===== config.mk =====
export PLATFORM = sky130hd
export DESIGN_NAME = pam_meas_ctrl
export DESIGN_NICKNAME = d
export VERILOG_FILES = /design/src/rtl/pam_meas_ctrl.sv
export SDC_FILE = /design/constraint.sdc
export NUM_CORES = 1
export LEC_CHECK = 0
export ABC_AREA = 1
export BUFFER_PORTS_ARGS = -buffer_cell sky130_fd_sc_hd__buf_2
export CAP_MARGIN = 20
export CELL_PAD_IN_SITES_DETAIL_PLACEMENT = 0
export CELL_PAD_IN_SITES_GLOBAL_PLACEMENT = 1
export CORE_UTILIZATION = 40
export CTS_CLUSTER_SIZE = 8
export DETAILED_ROUTE_END_ITERATION = 8
export PLACE_DENSITY_LB_ADDON = 0.2
export SLEW_MARGIN = 10
export SYNTH_ARGS = -nofsm -noshare
export SYNTH_HDL_FRONTEND = slang
export SYNTH_SLANG_ARGS = --single-unit

===== constraint.sdc =====
create_clock -name clk -period 4 [get_ports clk]
set_input_delay 0.8 -clock clk [delete_from_list [all_inputs] [get_ports clk]]
set_output_delay 0.8 -clock clk [all_outputs]
set_load 0.05 [all_outputs]

===== src/rtl/pam_meas_ctrl.sv =====
// Measurement sequencer: flush the averaging window, collect 2^AVG_LOG2 period/phase pairs, hand the mean out on valid/ready.
// Optional macro PAM_MEAS_CTRL_STATS_EN adds a saturating reject_cnt output.
module pam_meas_ctrl #(
    parameter int AVG_LOG2   = 2,
    parameter int TIMEOUT    = 2000000,
    parameter int FLUSH_CYC  = 16,
    parameter int PERIOD_MIN = 16
) (
    input  logic        clk,
    input  logic        rst_n,
    input  logic        start,
    input  logic        abort,
    input  logic        continuous,
    output logic        dp_clear,
    input  logic        dp_time_point,
    input  logic [20:0] dp_period,
    input  logic        dp_phase_mark,
    input  logic [9:0]  dp_phase_time,
    output logic        res_valid,
    input  logic        res_ready,
    output logic [20:0] res_period,
    output logic [9:0]  res_phase,
    output logic        busy,
    output logic        timeout_err
`ifdef PAM_MEAS_CTRL_STATS_EN
    ,
    output logic [7:0]  reject_cnt
`endif
);

    localparam int N     = 1 << AVG_LOG2;
    localparam int WD_W  = $clog2(TIMEOUT + 1);
    localparam int FL_W  = $clog2(FLUSH_CYC + 1);
    localparam int CNT_W = AVG_LOG2 + 1;
    localparam int PA_W  = 21 + AVG_LOG2;
    localparam int PH_W  = 10 + AVG_LOG2;

    localparam logic [WD_W-1:0]  WD_LAST  = WD_W'(TIMEOUT - 1);
    localparam logic [FL_W-1:0]  FL_LAST  = FL_W'(FLUSH_CYC - 1);
    localparam logic [CNT_W-1:0] CNT_LAST = CNT_W'(N - 1);

    typedef enum logic [2:0] {
        IDLE,
        FLUSH,
        WAIT_P,
        WAIT_PH,
        GET_PH,
        OUT
    } state_t;

    state_t            state, state_nxt;
    logic              tp_q;
    logic [WD_W-1:0]   wdog;
    logic [FL_W-1:0]   fcnt;
    logic [CNT_W-1:0]  cnt;
    logic [PA_W-1:0]   acc_p;
    logic [PH_W-1:0]   acc_ph;
    logic [PH_W-1:0]   ph_sum;

    logic tp_rise, period_ok, wd_last;
    logic acc_clr, p_add, ph_add, res_load, to_set, err_clr;

    // Truncating mean: drop the AVG_LOG2 fraction bits, no rounding.
    function automatic logic [20:0] avg_period(input logic [PA_W-1:0] acc);
        return 21'(acc >> AVG_LOG2);
    endfunction

    function automatic logic [9:0] avg_phase(input logic [PH_W-1:0] acc);
        return 10'(acc >> AVG_LOG2);
    endfunction

    assign tp_rise   = dp_time_point & ~tp_q;
    assign period_ok = (dp_period >= 21'(PERIOD_MIN));
    assign wd_last   = (wdog == WD_LAST);
    assign ph_sum    = acc_ph + PH_W'(dp_phase_time);

    always_comb begin
        state_nxt = state;
        dp_clear  = 1'b0;
        res_valid = 1'b0;
        busy      = (state != IDLE);
        acc_clr   = 1'b0;
        p_add     = 1'b0;
        ph_add    = 1'b0;
        res_load  = 1'b0;
        to_set    = 1'b0;
        err_clr   = 1'b0;
        case (state)
            IDLE: begin
                if (start) begin
                    state_nxt = FLUSH;
                    acc_clr   = 1'b1;
                    err_clr   = 1'b1;
                end
            end
            FLUSH: begin
                dp_clear = 1'b1;
                if (fcnt == FL_LAST) state_nxt = WAIT_P;
            end
            WAIT_P: begin
                if (tp_rise && period_ok) begin
                    p_add     = 1'b1;
                    state_nxt = WAIT_PH;
                end else if (wd_last) begin
                    to_set    = 1'b1;
                    state_nxt = IDLE;
                end
            end
            WAIT_PH: begin
                if (dp_phase_mark) begin
                    state_nxt = GET_PH;
                end else if (wd_last) begin
                    to_set    = 1'b1;
                    state_nxt = IDLE;
                end
            end
            GET_PH: begin
                // dp_phase_time is valid one cycle after the mark
                ph_add = 1'b1;
                if (cnt == CNT_LAST) begin
                    res_load  = 1'b1;
                    state_nxt = OUT;
                end else begin
                    state_nxt = WAIT_P;
                end
            end
            OUT: begin
                res_valid = 1'b1;
                if (res_ready) begin
                    if (continuous) begin
                        acc_clr   = 1'b1;
                        state_nxt = WAIT_P;
                    end else begin
                        state_nxt = IDLE;
                    end
                end
            end
            default: state_nxt = IDLE;
        endcase
        // abort overrides everything, including a same-cycle start or timeout
        if (abort) begin
            state_nxt = IDLE;
            acc_clr   = 1'b0;
            p_add     = 1'b0;
            ph_add    = 1'b0;
            res_load  = 1'b0;
            to_set    = 1'b0;
            err_clr   = 1'b0;
        end
    end

    always_ff @(posedge clk) begin
        if (!rst_n) begin
            state       <= IDLE;
            tp_q        <= 1'b0;
            wdog        <= '0;
            fcnt        <= '0;
            cnt         <= '0;
            acc_p       <= '0;
            acc_ph      <= '0;
            res_period  <= '0;
            res_phase   <= '0;
            timeout_err <= 1'b0;
        end else begin
            state <= state_nxt;
            tp_q  <= dp_time_point;
            // Accepted events always change state, so staying put means still waiting.
            if ((state == WAIT_P || state == WAIT_PH) && state_nxt == state)
                wdog <= wdog + 1'b1;
            else
                wdog <= '0;
            fcnt <= (state == FLUSH) ? fcnt + 1'b1 : '0;
            if (acc_clr) begin
                cnt    <= '0;
                acc_p  <= '0;
                acc_ph <= '0;
            end else begin
                if (p_add) acc_p <= acc_p + PA_W'(dp_period);
                if (ph_add) begin
                    acc_ph <= ph_sum;
                    cnt    <= cnt + 1'b1;
                end
            end
            if (res_load) begin
                res_period <= avg_period(acc_p);
                res_phase  <= avg_phase(ph_sum);
            end
            if (err_clr)
                timeout_err <= 1'b0;
            else if (to_set)
                timeout_err <= 1'b1;
        end
    end

`ifdef PAM_MEAS_CTRL_STATS_EN
    logic period_reject;
    assign period_reject = (state == WAIT_P) && tp_rise && !period_ok && !abort;

    always_ff @(posedge clk) begin
        if (!rst_n)
            reject_cnt <= 8'd0;
        else if (acc_clr)
            reject_cnt <= 8'd0;
        else if (period_reject && reject_cnt != 8'hFF)
            reject_cnt <= reject_cnt + 8'd1;
    end
`endif

endmodule


# Word level (Yosys, flattened, before mapping)
# Cells that the tools add are included.
[op_classes]
magnitude_cmp = 1
mux = 32
bitwise_logic = 3
n_addsub = 5
n_reduce_logical = 9
eq_ne = 9
[op_table]
columns = ["op", "n"]
rows = [
  ["3-bit two-way mux", 8],
  ["23-bit by 21-bit adder with 23-bit output", 1],
  ["21-bit by 1-bit adder with 21-bit output (second input constant)", 1],
  ["21-bit equality test (second input constant)", 1],
  ["21-bit by 5-bit >= comparator with 1-bit output (second input constant)", 1],
  ["1-bit two-way mux", 20],
  ["3-bit one-hot mux with 6 select lines", 1],
  ["12-bit by 10-bit adder with 12-bit output", 1],
  ["3-bit by 2-bit equality test with 1-bit output (second input constant)", 3],
  ["3-bit equality test (second input constant)", 2],
  ["5-bit by 1-bit adder with 5-bit output (second input constant)", 1],
  ["5-bit by 4-bit equality test with 1-bit output (second input constant)", 1],
  ["1-bit one-hot mux with 2 select lines", 2],
  ["2-bit AND reduction", 2],
  ["2-bit OR reduction", 2],
  ["3-bit by 1-bit adder with 3-bit output (second input constant)", 1],
  ["3-bit by 1-bit equality test with 1-bit output (second input constant)", 1],
  ["3-bit equality test", 1],
  ["3-bit logical NOT", 1],
  ["3-bit nonzero test", 1],
  ["1-bit logical AND", 2],
  ["2-bit two-way mux", 1],
  ["1-bit NOT", 2],
  ["1-bit AND", 1],
  ["1-bit logical OR", 1],
]
[totals]
elab_cells = 69
regBits = 100

# Logic depth before layout (Yosys ltp)
# Gate-level depths: netlist of the first run.
[logic_depth]
word_depth = 9
ltp_mapped = 13
mapped_depth_nobuf = 13

# Worst setup path after synthesis of the first run
# Ideal clock, no wire load.
[synth_timing]
path_kind = "input to register"
startpoint = "input dp_period[0]"
endpoint = "register acc_p[22]"
setup_slack_ns = 1.736
t_arrival_ns = 2.149
setup_ns = 0.115
required_time_ns = 3.885
path_buffers = 0
path_stages = 13
path_cell_list = "ha_1 > inv_1 > fa_1 > inv_1 > nand3_1 > nand2_1 > nand2_1 > nand2_1 > nand3_1 > nand3_1 > nand3_1 > nand2_1 > nor2_1"
[synth_between]
elab_chain_len = 5
word_cells_on_any_way = 6
[synth_rtl]
columns = ["item", "line", "rtl"]
rows = [
  ["start, declared", "16", "input logic [20:0] dp_period,"],
  ["21-bit by 5-bit >= comparator with 1-bit output", "73", "assign period_ok = (dp_period >= 21'(PERIOD_MIN));"],
  ["1-bit logical AND", "101", "if (tp_rise && period_ok) begin"],
  ["1-bit two-way mux", "101", ""],
  ["1-bit two-way mux", "88", "case (state)"],
  ["1-bit two-way mux", "141", "if (abort) begin"],
  ["end signal, assigned", "178", "if (p_add) acc_p <= acc_p + PA_W'(dp_period);"],
  ["end, declared", "56", "logic [PA_W-1:0] acc_p;"],
]
# Parallel ways exist; a longest one is shown, timed or not.
# A chain may end at the register's enable or synchronous reset.

# Final worst setup path of the first run
[layout_timing]
startpoint = "input dp_period[0]"
endpoint = "register acc_p[12]"
# The elaborated chain is that of the path after synthesis.

==> results.md, run 1 <==
* Power per cell area at 307 nW/um^2
* H-tree levels at 3
* Vias in the first global route at 5319
* Wire length per cell at 13.5 um
* Warnings from Yosys at 0
* CTS hold repair buffers at 0
* Most Frequent Cell on Critical Path: nand2_1
* Post-Synth Simple-Gate Area at 30.6%
* DR vias at 5508
* Pleak at 3.31 nW
* Min Tclk post-route at 2280 ps
* Maximum clock rate at 0.438 GHz
* Initial core utilization at 41.2%
* Clock skew at 6.34 ps
* Period utilization at 57.1%
* Gate count after technology mapping at 880
* Unrepaired setup endpoints after global routing: false
* Vias per Instance at 4.85
* Largest net degree at the start of global routing at 41
* Post-route core utilization at 46.8%
* DR pass1 iterations at 7
* Synth area leaders: dfxtp_1 33%, nand2_1 10%, nor2_1 8.0%, ha_1 7.5%, inv_1 7.2%
* Synth Area in Compound Gates at 13.8%
* Post-CTS Setup Bufs at 0
* Core area at 14600 sq um
* Antenna-violating nets left at 0
* Slowest stage delay, CP at 440 ps
* # port buffers at 73
* Max Cap Violations at 0
* Top cell type by total area after synthesis: dfxtp_1
* Die Y-Extent at 125 um
* Ant. Diodes at 0
* CTS buffer count at 9
* Initial DRC Count at 249
* Synth Flop Type: dfxtp_1
* Sequential area share after synthesis at 33.2%
* Hold path cells at 1
* Final hold viol count at 0
* Number of remaining DRC errors at 10
* Distinct cells, synth at 44
* Syn Area/Cell at 6.86 sq um
* Actual slew at the worst max-slew pin at 688 ps
* Delay-heaviest family, CP: adder cells
* Xor-xnor portion of the synthesized cell area at 4.64%
* Number of synthesized flops with an enable pin at 0
* CTS tree: built
* Synthesized cell area at 6040 sq um
* First-pass GRT wire length at 25800 um
* Chip Width at 125 um
* Final GP Congestion at 0.887
* CTS Sinks at 100
* Dpl hpwl at 11900 um
* Number of cells on the critical path at 13
* Crit. End Element: flop
* Worst skew pair latency at 350 ps
* Clock power frac at 46.3%
* Synth top area share at 33.2%
* TNS Setup at 0 ps
* Multiplexer share of the synthesized area at 0%
* Worst path cell trace: buf_2, ha_1, inv_1, fa_1, inv_1, nand3_1, nand2_1, nand3_1, nand2_1, nand2_1, nand2_1, xnor2_1, a21oi_1
* Layout Area Growth over Synthesis at 13.7%
* Post_cts resized at 0
* Crit-path slowest cell: fa_1
* Crit Path Class: in -> reg
* Violated checks: design-rule violations
* FF-to-FF path depth at 8
* Net Sw Frac at 23.9%
* Combinational group share of total power at 6.2%
* Antenna violations before repair at 0
* Worst EP required at 4240 ps
* Post-synth ARST share at 0%
* Layout Nets at 1023
* Post-Synth Adder-Cell Area at 8.13%
* Switching power total at 0.000502 W
* Root buf cell: clkbuf_16
* Crit Path Max Fanout at 4
* Share of cells above drive strength 1 at 14.6%
* Relative slew slack at 54.1%
* Status: finished, violations left
* Die Area at 15600 sq um
* Worst Setup Start Kind: primary input
* Slew Limit Fails at 0
* Main combinational cell family by area after synthesis: simple AND/OR/NAND/NOR gates
* Maximum VDD drop at 0.204 mV
* GR Util All Layers at 20.5%
* Worst hold path class: reg -> reg
* Clk slew on worst S/H paths at 70 ps
* Site Rows at 44
* Flops & latches, synth at 100
* WL final at 15300 um
* Worst-case clock buffer depth at 2
* Grt ovf at 0
* Internal power at 0.00160 W
* # IOs at 74
* Buf+Inv Stages, Crit Path at 3
* Syn_nets at 957
* Seq pwr share at 47.4%
* Finish-stage setup viols at 0
* Critical path arrival at 2520 ps
Yosys cell counts, types with 13 or more instances:
library cell    n
nor2_1        129
nand2_1       161
xor2_1         19
nand3_1        58
nor2_2         22
a21oi_1        59
xnor2_1        13
o21ai_0        59
inv_1         115
ha_1           36
dfxtp_1       100
stage by stage:
stage / cell area (sq um) / cells / hold slack (ps) / power (W) / setup slack [ps]
2_1_floorplan: 6040 / 880 / 418 / 0.00110 / 1740
3_3_place_gp: 6530 / 1119 / 434 / 0.00115 / 1370
3_5_place_dp: 6530 / 1119 / 444 / 0.00115 / 1340
4_1_cts: 6860 / 1135 / 454 / 0.00213 / 1710
5_1_grt: 6860 / 1135 / 493 / 0.00219 / 1480
6_report: 6860 / 1135 / 454 / 0.00210 / 1720
metal layers:
metal / wire length (um) / GRT usage, % / up-vias
met2: 6770 / 34.3 / 79
met4: 180 / 5.09 / 0
met1: 7730 / 26.9 / 2432
met3: 589 / 4.04 / 13
li1: - / - / 2984
met5: 0 / 0 / -
cell type report:
cell class / instances / area (sq um)
multi-input combinational: 638 / 3450
inverter: 120 / 452
fill: 1551 / 7780
clock inverter: 7 / 105
tap: 184 / 230
sequential: 100 / 2000
clock buffer: 9 / 225
timing repair buffer: 77 / 395
worst register-to-register path, delay by kind of cell, from the launching register on:
kind	cells	cell delay [ps]
DFF	1	350
buffers and inverters	2	820
adders and majority gates	2	360
and+or+nand+nor	4	570
kinds of logic (layout without fill, tap and decap cells):
group	Yosys count	in the layout
xor gates and xnor gates	32	32
AOI/OAI and AO/OA	150	150
buffers and inverters	142	213
DFF	100	100
and+or+nand+nor	418	418
adders and majority gates	38	38
power by group through the flow:
stage / Combinational [W] / Sequential (W) / Clock, W
global placement: 0.000133 / 0.00102 / 0
global route: 0.000148 / 0.000997 / 0.00104
CTS: 0.000133 / 0.000997 / 0.00100
finish: 0.000131 / 0.000997 / 0.000974
detailed placement: 0.000132 / 0.00102 / 0
floorplan: 0.0000829 / 0.00102 / 0
state kept, by name, summed over array words and instances (netlist names):
name,count
res_period,21
fcnt,5
res_phase,10
cnt,3
tp_q,1
acc_ph,12
acc_p,23
wdog,21
timeout_err,1
state,3
path summary, 6_finish.rpt:
path | startpoint | slack, ps | endpoint
max reg2reg | cnt[0] | 1800 | res_period[9]
max | dp_period[0] | 1720 | acc_p[12]
min reg2reg | fcnt[0] | 450 | fcnt[0]
min | fcnt[0] | 450 | fcnt[0]
cell usage in the layout (no fill, tap or decap), types with 4 or more instances in the layout:
cell type,count
o21a_1,8
a21oi_1,59
dfxtp_1,100
clkbuf_16,9
nor2_2,23
inv_1,115
nand4_1,12
nor3_1,12
nand3_1,58
nand3b_1,5
o21ai_0,59
nor2_1,128
buf_4,4
inv_2,4
nand2_1,161
xnor2_1,13
xor2_1,19
or2_2,6
ha_1,36
buf_2,73
o211ai_1,9
Note: power is estimated with default switching activity, not from simulation.
==> inputs of run 2 (changes only) <==
--- a/config.mk
+++ b/config.mk
@@ -10,7 +10,7 @@
 export CAP_MARGIN = 20
 export CELL_PAD_IN_SITES_DETAIL_PLACEMENT = 0
 export CELL_PAD_IN_SITES_GLOBAL_PLACEMENT = 1
-export CORE_UTILIZATION = 40
+export CORE_UTILIZATION = 38
 export CTS_CLUSTER_SIZE = 8
 export DETAILED_ROUTE_END_ITERATION = 8
 export PLACE_DENSITY_LB_ADDON = 0.2
==> constraint.sdc (replaced) <==
create_clock -name clk -period 1.88 [get_ports clk]
set_input_delay 0.376 -clock clk [delete_from_list [all_inputs] [get_ports clk]]
set_output_delay 0.376 -clock clk [all_outputs]
set_load 0.05 [all_outputs]
==> run 2 against run 1 <==
Net effect:
- the run now ends clean
- routed wire length grew 8.3%
- design area is 17% higher
- largest power group unchanged
- worst hold slack got worse by 240 ps
- register-to-register slack lost 1700 ps
==> results.md, run 2 (synthesized netlist as in run 1, its figures left out) <==
* Period utilization at 95.1%
* Initial core utilization at 39.3% (-1.9 points)
* Switching power total at 0.00107 W (+110%)
* Clk slew on worst S/H paths at 70 ps (about the same)
* Worst path cell trace: buf_4, inv_1, nand3_1, inv_1, buf_2
* Worst EP required at 1500 ps (-2740 ps)
* Site Rows at 45 (+2.3%)
* Crit-path slowest cell: dfxtp_1
* Initial DRC Count at 261 (+4.8%)
* Unrepaired setup endpoints after global routing: true
* Buf+Inv Stages, Crit Path at 4 (+1)
* Actual slew at the worst max-slew pin at 524 ps (-163 ps)
* Worst-case clock buffer depth at 2 (unchanged)
* Dpl hpwl at 12400 um (+4.1%)
* Fillers at 1594 (+2.8%)
* Vias in the first global route at 5527 (+3.9%)
* # port buffers at 73 (unchanged)
* Share of cells above drive strength 1 at 28.0% (+13 points)
* Most common cell after layout, fill and taps aside: nand2_1
* Layout Area Growth over Synthesis at 32.8%
* Final hold viol count at 0 (unchanged)
* GR Util All Layers at 21.1% (+0.57 points)
* DR vias at 5879 (+6.7%)
* Pleak at 3.80 nW (+15%)
* CTS Sinks at 100 (unchanged)
* CTS tree: built
* Min Tclk post-route at 1790 ps
* Crit Path Class: reg -> out
* Tot Pwr at 0.00444 W (+110%)
* Placed Area at 7300 sq um (+12%)
* Chip Width at 128 um (+2.6%)
* Seq pwr share at 47.7% (+0.3 points)
* Antenna-violating nets left at 0 (unchanged)
* Largest registers: acc_p (23), res_period (21), wdog (21)
* Delay-heaviest family, CP: buffers and inverters
* Largest net degree at the start of global routing at 30 (-27%)
* DR pass1 iterations at 4 (-3)
* Most Frequent Cell on Critical Path: inv_1
* Relative slew slack at 65.0% (+11 points)
* Power per cell area at 554 nW/um^2 (+81%)
* Internal power at 0.00337 W (+110%)
* Number of remaining DRC errors at 0 (-10)
* Critical path arrival at 1410 ps (-1110 ps)
* H-tree levels at 3 (unchanged)
* Worst hold path class: in -> reg
* Final GP Congestion at 0.858 (-3.4%)
* Slowest stage delay, CP at 320 ps (-120 ps)
* Die Y-Extent at 128 um (+2.6%)
* # IOs at 74 (unchanged)
* CTS hold repair buffers at 0 (unchanged)
* Ant. Diodes at 0 (unchanged)
* Antenna violations before repair at 0 (unchanged)
* Root buf cell: clkbuf_16
* Combinational group share of total power at 8.9% (+2.7 points)
* Maximum clock rate at 0.559 GHz
* Crit. End Element: output pin
* Vias per Instance at 4.68 (-3.6%)
* Layout Nets at 1118 (+9.3%)
* Biggest register: acc_p
* WL final at 16500 um (+8.3%)
* Die Area at 16400 sq um (+5.2%)
* Status: finished clean
* Max reg flops at 23 (unchanged)
* Slew Limit Fails at 0 (unchanged)
* Grt ovf at 0 (unchanged)
* Worst Setup Start Kind: flop
* Final Instance Area at 8020 sq um (+17%)
* Maximum VDD drop at 0.508 mV (+150%)
* Clock skew at 5.71 ps (-0.633 ps)
* Net Sw Frac at 24.1% (+0.18 points)
* Wire length per cell at 13.2 um (-2.2%)
* Clock power frac at 43.3% (-3.0 points)
* Crit Path Max Fanout at 4 (unchanged)
* Worst skew pair latency at 350 ps (about the same)
* Most frequent cells in the layout: 153 x nand2_1, 121 x nor2_1, 111 x inv_1
* CTS buffer count at 9 (unchanged)
* Max Cap Violations at 0 (unchanged)
* Finish-stage setup viols at 0 (unchanged)
* Core area at 15400 sq um (+5.0%)
* First-pass GRT wire length at 27100 um (+5.4%)
run 2: path summary, 6_finish.rpt:
path	from	to	slack (ps)	depth (start not counted)
hold reg to reg	fcnt[0]	fcnt[0]	420	1
setup reg to reg	cnt[0]	res_period[8]	110	8
setup / recovery	state[1]	dp_clear	90	5
hold / removal	dp_time_point	tp_q	220	3
run 2: layout make-up:
type / count / area (sq um) / share of cell area [%]
flip-flops and latches: 100 / 2010 / 25.0
clock inverters: 5 / 61.3 / 0.765
repair buffers: 171 / 1190 / 14.8
multi-input cells: 639 / 3800 / 47.4
inverters: 120 / 452 / 5.63
clock buffers: 11 / 243 / 3.03
well taps: 211 / 264 / 3.29
run 2: stage by stage:
step / worst slack, ps / util, % / std cells / TNS [ps] / hold slack, ps
after floorplan: 40.2 / - / 880 / 0 / 418
after global placement: -345 / 47.5 / 1236 / -5760 / 431
after detailed placement: -383 / 47.5 / 1236 / -6100 / 439
after CTS: 17.5 / 49.7 / 1254 / 0 / 202
after global routing: -34.8 / 52.2 / 1257 / -353 / 214
final: 91.6 / 52.2 / 1257 / 0 / 218
run 2: worst register-to-register path: stages, from the launching register on:
cell and delay, ps:
dfxtp_1 350, ha_1 160, ha_1 230, nand3_1 160, nor2_2 240, inv_1 150
buf_12 190, nor2_1 120, nor2_1 60
run 2: routing by layer:
metal  wire length, um  share of wire [%]  GRT usage, %  vias to the layer above
li1                  -                  -             -                     3167
met1              8310                 50          28.4                     2605
met2              7480                 45          34.5                       96
met3               595                3.6          4.34                       11
met4               160               0.97          4.78                        0
met5                 0                  0             0                        -
run 2: timing repair:
item,4_1_cts,5_1_grt
buffers inserted,1,3
resized for setup,7,67
endpoints found under the setup margin,16,50
gates cloned,1,0
pin swaps,4,17
run 2: power groups by stage:
stage | Combinational [W] | Sequential [W] | Clock, W
after global routing | 0.000436 | 0.00212 | 0.00209
after detailed placement | 0.000359 | 0.00217 | 0
after CTS | 0.000363 | 0.00212 | 0.00201
after floorplan | 0.000176 | 0.00217 | 0
final | 0.000396 | 0.00212 | 0.00193
after global placement | 0.000362 | 0.00217 | 0
